[src/rtl/data_xf_pkg.sv]
// Shared definitions for the 4x4 byte-matrix transform sequencer.
// Element/row/matrix widths, the controller state encoding and a row-slice
// helper. Row 0 of a matrix always sits in the most-significant bits.
package data_xf_pkg;

  localparam int W     = 8;
  localparam int ROW_W = 4 * W;
  localparam int MAT_W = 16 * W;

  typedef enum logic [1:0] {
    LOAD  = 2'd0,
    WAIT  = 2'd1,
    DRAIN = 2'd2
  } xf_state_e;

  // Row idx of a matrix; row 0 is the top ROW_W bits.
  function automatic logic [ROW_W-1:0] get_row(input logic [MAT_W-1:0] mat,
                                                input logic [1:0]       idx);
    return mat[MAT_W-1-int'(idx)*ROW_W -: ROW_W];
  endfunction

endpackage

[src/rtl/data_4x4_transform_ctrl.sv]
// Sequencer for the 4x4 byte-matrix transform: gathers 4 input rows into a
// matrix, holds it on xf_data for XF_LATENCY cycles, captures xf_result and
// drains it as 4 output rows. First out_valid comes 1+XF_LATENCY cycles after
// the 4th row is accepted. in_ready is low from the 4th accept until the last
// output handshake; out_valid/out_row hold steady while out_ready is low.
//
// Ports:
//   clk, rst            clock, synchronous active-high reset
//   in_valid/in_ready   input row handshake, in_row = 4*W bit row
//   xf_data, xf_start   registered matrix to the transform, 1-cycle start pulse
//   xf_result           transform output, sampled at the end of WAIT
//   out_valid/out_ready output row handshake, out_row = 4*W bit row
//   busy                high unless idle in LOAD with no rows collected
//   blk_cnt             count of fully drained matrices (wraps)
module data_4x4_transform_ctrl #(
  parameter int W          = 8,
  parameter int XF_LATENCY = 1,
  parameter int CNT_W      = 16
) (
  input  logic               clk,
  input  logic               rst,
  input  logic               in_valid,
  output logic               in_ready,
  input  logic [4*W-1:0]     in_row,
  output logic [16*W-1:0]    xf_data,
  output logic               xf_start,
  input  logic [16*W-1:0]    xf_result,
  output logic               out_valid,
  input  logic               out_ready,
  output logic [4*W-1:0]     out_row,
  output logic               busy,
  output logic [CNT_W-1:0]   blk_cnt
);

  import data_xf_pkg::*;

  // get_row() is sized by the package widths; W is expected to match them.
  localparam int RW = 4 * W;
  localparam int MW = 16 * W;

  // Wait counter only needs to reach XF_LATENCY-1.
  localparam int                WCNT_W    = (XF_LATENCY > 1) ? $clog2(XF_LATENCY) : 1;
  localparam logic [WCNT_W-1:0] WCNT_LAST = WCNT_W'(XF_LATENCY - 1);

  xf_state_e         r_state;
  xf_state_e         w_state_nxt;
  logic [1:0]        r_rcnt;
  logic [1:0]        w_rcnt_nxt;
  logic [WCNT_W-1:0] r_wcnt;
  logic [WCNT_W-1:0] w_wcnt_nxt;
  logic [MW-1:0]     r_mat;
  logic [MW-1:0]     w_mat_nxt;
  logic [MW-1:0]     r_buf;
  logic [MW-1:0]     w_buf_nxt;
  logic              r_xf_start;
  logic              w_start_nxt;
  logic [CNT_W-1:0]  r_blk_cnt;
  logic [CNT_W-1:0]  w_blk_nxt;
  logic              r_in_ready;
  logic              r_out_valid;
  logic [RW-1:0]     r_out_row;

  logic              w_in_fire;
  logic              w_out_fire;

  assign w_in_fire  = in_valid && r_in_ready;
  assign w_out_fire = r_out_valid && out_ready;

  always_comb begin
    w_state_nxt = r_state;
    w_rcnt_nxt  = r_rcnt;
    w_wcnt_nxt  = r_wcnt;
    w_mat_nxt   = r_mat;
    w_buf_nxt   = r_buf;
    w_start_nxt = 1'b0;
    w_blk_nxt   = r_blk_cnt;

    unique case (r_state)
      LOAD: begin
        if (w_in_fire) begin
          // Overwrite one row slot; untouched slots keep the previous matrix.
          for (int i = 0; i < 4; i++) begin
            if (r_rcnt == 2'(i)) begin
              w_mat_nxt[MW-1-i*RW -: RW] = in_row;
            end
          end
          if (r_rcnt == 2'd3) begin
            w_rcnt_nxt  = 2'd0;
            w_wcnt_nxt  = '0;
            w_start_nxt = 1'b1;
            w_state_nxt = WAIT;
          end else begin
            w_rcnt_nxt = r_rcnt + 2'd1;
          end
        end
      end

      WAIT: begin
        w_wcnt_nxt = r_wcnt + WCNT_W'(1);
        if (r_wcnt == WCNT_LAST) begin
          w_buf_nxt   = xf_result;
          w_state_nxt = DRAIN;
        end
      end

      DRAIN: begin
        if (w_out_fire) begin
          if (r_rcnt == 2'd3) begin
            w_rcnt_nxt  = 2'd0;
            w_blk_nxt   = r_blk_cnt + CNT_W'(1);
            w_state_nxt = LOAD;
          end else begin
            w_rcnt_nxt = r_rcnt + 2'd1;
          end
        end
      end

      default: begin
        w_state_nxt = LOAD;
        w_rcnt_nxt  = 2'd0;
      end
    endcase
  end

  always_ff @(posedge clk) begin
    if (rst) begin
      r_state     <= LOAD;
      r_rcnt      <= 2'd0;
      r_wcnt      <= '0;
      r_mat       <= '0;
      r_buf       <= '0;
      r_xf_start  <= 1'b0;
      r_blk_cnt   <= '0;
      r_in_ready  <= 1'b0;
      r_out_valid <= 1'b0;
      r_out_row   <= '0;
    end else begin
      r_state     <= w_state_nxt;
      r_rcnt      <= w_rcnt_nxt;
      r_wcnt      <= w_wcnt_nxt;
      r_mat       <= w_mat_nxt;
      r_buf       <= w_buf_nxt;
      r_xf_start  <= w_start_nxt;
      r_blk_cnt   <= w_blk_nxt;
      // Handshake flags are registered from the next state so they are clean
      // flop outputs and stay low through the reset cycle.
      r_in_ready  <= (w_state_nxt == LOAD);
      r_out_valid <= (w_state_nxt == DRAIN);
      // Row index and buffer are frozen under backpressure, so out_row holds.
      if (w_state_nxt == DRAIN) begin
        r_out_row <= get_row(w_buf_nxt, w_rcnt_nxt);
      end
    end
  end

  assign in_ready  = r_in_ready;
  assign out_valid = r_out_valid;
  assign out_row   = r_out_row;
  assign xf_data   = r_mat;
  assign xf_start  = r_xf_start;
  assign blk_cnt   = r_blk_cnt;
  assign busy      = !((r_state == LOAD) && (r_rcnt == 2'd0));

endmodule

[config.mk]
export PLATFORM = sky130hd
export DESIGN_NAME = data_4x4_transform_ctrl
export DESIGN_NICKNAME = d
export VERILOG_FILES = /design/src/rtl/data_xf_pkg.sv /design/src/rtl/data_4x4_transform_ctrl.sv
export SDC_FILE = /design/constraint.sdc
export NUM_CORES = 1
export LEC_CHECK = 0
export CELL_PAD_IN_SITES_DETAIL_PLACEMENT = 1
export CELL_PAD_IN_SITES_GLOBAL_PLACEMENT = 2
export CORE_ASPECT_RATIO = 1.2
export CORE_UTILIZATION = 30
export DETAILED_ROUTE_END_ITERATION = 10
export GPL_ROUTABILITY_DRIVEN = 0
export PLACE_DENSITY_LB_ADDON = 0.15
export SLEW_MARGIN = 30
export SYNTH_ARGS = -nofsm -noshare
export SYNTH_HDL_FRONTEND = slang
export SYNTH_SLANG_ARGS = --single-unit
[constraint.sdc]
create_clock -name clk -period 3.2 [get_ports clk]
set_input_delay 0.64 -clock clk [delete_from_list [all_inputs] [get_ports clk]]
set_output_delay 0.64 -clock clk [all_outputs]
set_load 0.01 [all_outputs]
==> impl_results.rst <==
.. list-table::
   :header-rows: 1

   * - Metric
     - Value
   * - Run status
     - completed
   * - Critical Path Source Type
     - flop
   * - Per-cell routed wire length
     - 18.72 um
   * - Main combinational cell family by area after synthesis
     - simple AND/OR/NAND/NOR gates
   * - Static power due to leakage
     - 7.124 nW
   * - Number of gates resized after cts
     - 0
   * - Crit path required time
     - 2560 ps
   * - Highest-count cells in the layout ignoring fill and taps
     - sky130_fd_sc_hd__clkdlybuf4s50_1 (342), sky130_fd_sc_hd__dfxtp_1 (312), sky130_fd_sc_hd__nand2_1 (266)
   * - Crit. End Element
     - output port
   * - Layout fillers
     - 4430
   * - Worst clock skew
     - 7.705 ps
   * - Post-CTS Setup Repair Bufs
     - 0
   * - Core Area
     - 39040 um^2
   * - Clock slew at reported path FFs
     - 60 ps
   * - Insertion delay of the later-clocked pin in the worst-skew pair
     - 520 ps
   * - Min Clock Period, post-route
     - 2630 ps
   * - Yosys warning count
     - 0
   * - Maximum ir drop on the vdd rail
     - 0.0003674 V
   * - Cell Area, Synth
     - 11960 um^2
   * - Clock tree from TritonCTS
     - done
   * - Gate count of the mapped netlist
     - 1332
   * - Cell-by-cell trace of the critical path
     - inv_1 > ha_1 > nand2_1 > clkdlybuf4s50_1
   * - Tightest Hold Check Type
     - reg -> reg
   * - Hpwl dp
     - 27.38 mm
   * - Max FO, Critical Path
     - 4
   * - Critical path type
     - reg -> out
   * - Via count of the first global-routing pass
     - 11096
   * - Net Count, Synth
     - 1501
   * - Post-Synth Simple-Gate Area
     - 0.1862
   * - Clock sink total
     - 312
   * - Switching share of power
     - 0.2259
   * - Number of pins with negative max-slew slack in the final report
     - 0
   * - Share of the yosys chip area belonging to registers
     - 0.5223
   * - Initial Util
     - 0.3063
   * - Number of buffers inserted by port buffering
     - 343
   * - H-tree level count
     - 2
   * - Post-synth cell types
     - 40
   * - Commonest non-fill, non-tap cell in the layout
     - sky130_fd_sc_hd__clkdlybuf4s50_1
   * - Max Clk Rate
     - 0.3803 GHz
   * - Share of cell area taken by muxes after synthesis
     - 0.1080
   * - Number of DRC violations after detailed routing
     - 0
   * - DR pass1 iterations
     - 4
   * - Fraction of layout cells with a size suffix above 1
     - 0.05139
   * - CP arrival
     - 1990 ps
   * - Portion of total power attributed to the clock network
     - 0.475
   * - Pin count of the biggest net entering global routing
     - 171
   * - GRT Resource Usage Total
     - 0.1985
   * - Wire length reported by the detailed router
     - 40.90 mm
   * - Clock buffers created by TritonCTS
     - 36
   * - Register bit total from synthesis
     - 312
   * - Overall power of the completed layout
     - 8.730 mW
   * - Final-report setup violation count
     - 0
   * - Adder-cell share of the synthesized area
     - 0.005231
   * - Transition time at the pin with the least slew margin
     - 832.2 ps
   * - Avg Inst Size Synth
     - 8.978 um^2
   * - Share of the clock period used by the worst path
     - 0.8218
   * - Width of the die
     - 184.3 um
   * - Fin. Hold Viols
     - 0
   * - Final Net Count
     - 1799
   * - Final cell utilization of the core
     - 0.4368
   * - Synth Area in Compound Gates
     - 0.1292
   * - Top flip-flop cell by instance count after synthesis
     - sky130_fd_sc_hd__dfxtp_1
   * - PD cells
     - 511.9 nW/um^2
   * - Buffer depth of the longest clock path
     - 3
   * - Area Growth Syn to Fin
     - 42.60%
   * - Largest stage delay on the critical path
     - 630 ps
   * - Wire length of the first global-routing pass
     - 62.53 mm
   * - Placed Instances
     - 2118
   * - GRT Residual Overflow
     - 0
   * - Buffer type at the clock tree root
     - sky130_fd_sc_hd__clkbuf_16
   * - Count of max-cap constraint violations
     - 0
   * - Max transition margin
     - 0.4452
   * - Combinational Power Share
     - 0.074
   * - Sw Pwr
     - 1.972 mW
   * - Final non-filler cell total
     - 2185
   * - Die outline area
     - 40670 um^2
   * - Initial antenna violation count
     - 10
   * - Routed vias/inst
     - 4.846
   * - Setup repair after global routing missed its margin
     - false
   * - Row count
     - 79
   * - Iteration-0 DRC Markers
     - 439
   * - Overall via count from detail_route
     - 10588
   * - Post-route antenna net violation count
     - 0
   * - Height of the die
     - 220.7 um
   * - Internal power of the cells
     - 6.758 mW
   * - Top-Level Pins
     - 344
   * - Count of flip-flops with a built-in enable after synthesis
     - 0
   * - Critical-path top delay cell
     - sky130_fd_sc_hd__clkdlybuf4s50_1
   * - Sequential share of power
     - 0.451
   * - Total negative slack for setup checks
     - 0 ps
   * - CTS hold repair buffers
     - 0
   * - Fraction of synthesis flops using an asynchronous set or reset pin
     - 0
   * - Xor-xnor portion of the synthesized cell area
     - 0.007324
[kinds of logic after synthesis]
| group | Yosys count |
|---|---|
| DFF | 312 |
| buffers and inverters | 109 |
| muxes | 129 |
| xor gates and xnor gates | 10 |
| adders and majority gates | 5 |
| and+or+nand+nor | 519 |
| AOI/OAI and AO/OA | 248 |
[worst max-delay path: cells and delay by family, from the launching register on]
| family | cells | cell delay (ps) |
|---|---|---|
| adders and majority gates | 1 | 230 |
| and+or+nand+nor | 1 | 110 |
| DFF | 1 | 390 |
| buffers and inverters | 2 | 730 |
[state kept, by name, summed over array words and instances, names as in the netlist]
name and flops:
in_ready 1, out_valid 1, xf_start 1, r_wcnt 1
r_rcnt 2, out_row 32, blk_cnt 16, r_buf 128
xf_data 128, r_state 2
[per-stage QoR]
step | area [um^2] | setup slack [ps] | hold WS, ps
final | 17050 | 570.2 | 451.4
after floorplan | 11960 | 1039 | 453.0
after detailed placement | 15850 | 270.1 | 445.8
after global placement | 15820 | 337.1 | 440.8
after CTS | 17040 | 520.8 | 454.4
after global routing | 17050 | 428.2 | 467.2
[final cells by class]
cell class                 count  area, um^2  area share
antenna                        5       12.51   0.0007337
clock inverter                 9       106.4    0.006236
tap                          526       658.1     0.03859
multi-input combinational    911        5235      0.3070
timing repair buffer         364        3691      0.2164
inverter                       5       18.77    0.001101
clock buffer                  53        1086     0.06368
sequential                   312        6246      0.3662
[cells in the mapped netlist (2+ instances only)]
| master | number | area, um^2 |
|---|---|---|
| sky130_fd_sc_hd__and3_1 | 65 | 406.6 |
| sky130_fd_sc_hd__xnor2_1 | 7 | 61.31 |
| sky130_fd_sc_hd__o21ai_0 | 9 | 45.04 |
| sky130_fd_sc_hd__buf_4 | 2 | 15.01 |
| sky130_fd_sc_hd__nand2_1 | 266 | 998.5 |
| sky130_fd_sc_hd__nor2_1 | 145 | 544.3 |
| sky130_fd_sc_hd__mux2i_1 | 129 | 1291 |
| sky130_fd_sc_hd__ha_1 | 5 | 62.56 |
| sky130_fd_sc_hd__nor4_1 | 4 | 25.02 |
| sky130_fd_sc_hd__a211oi_1 | 62 | 465.5 |
| sky130_fd_sc_hd__buf_2 | 6 | 30.03 |
| sky130_fd_sc_hd__clkbuf_1 | 86 | 322.8 |
| sky130_fd_sc_hd__nand3b_1 | 2 | 15.01 |
| sky130_fd_sc_hd__and2_1 | 8 | 50.05 |
| sky130_fd_sc_hd__a211o_1 | 32 | 280.3 |
| sky130_fd_sc_hd__buf_6 | 10 | 112.6 |
| sky130_fd_sc_hd__a21oi_1 | 136 | 680.7 |
| sky130_fd_sc_hd__nand4_1 | 6 | 37.54 |
| sky130_fd_sc_hd__o21ai_2 | 2 | 17.52 |
| sky130_fd_sc_hd__dfxtp_1 | 312 | 6246 |
| sky130_fd_sc_hd__inv_1 | 5 | 18.77 |
| sky130_fd_sc_hd__nand3_1 | 9 | 45.04 |
| sky130_fd_sc_hd__xor2_1 | 3 | 26.28 |
| sky130_fd_sc_hd__or3_1 | 5 | 31.28 |
[power groups by stage]
stage                     Clock [mW]  Sequential (mW)  Combinational [mW]
after global placement             0             4.02               0.643
after detailed placement           0             4.02               0.655
final                           4.15             3.94               0.643
after global routing            4.44             3.94               0.698
after floorplan                    0             4.04               0.234
after CTS                       4.29             3.94               0.657
[final timing paths]
| kind | cells past startpoint | from | slack [ps] | to |
|---|---|---|---|---|
| min reg2reg | 2 | xf_data[80] | 450 | xf_data[80] |
| max | 4 | r_rcnt[0] | 570 | busy |
| max reg2reg | 6 | r_state[0] | 870 | out_row[9] |
| min | 2 | xf_data[80] | 450 | xf_data[80] |
[per-layer routing]
metal,routed length (um),up-vias,track usage
met5,68,-,0
met4,915,10,0.05639
met3,2402,56,0.05201
met2,20310,257,0.3552
met1,17200,5120,0.2318
li1,-,5145,-
Power figures use the tool's default switching activity.
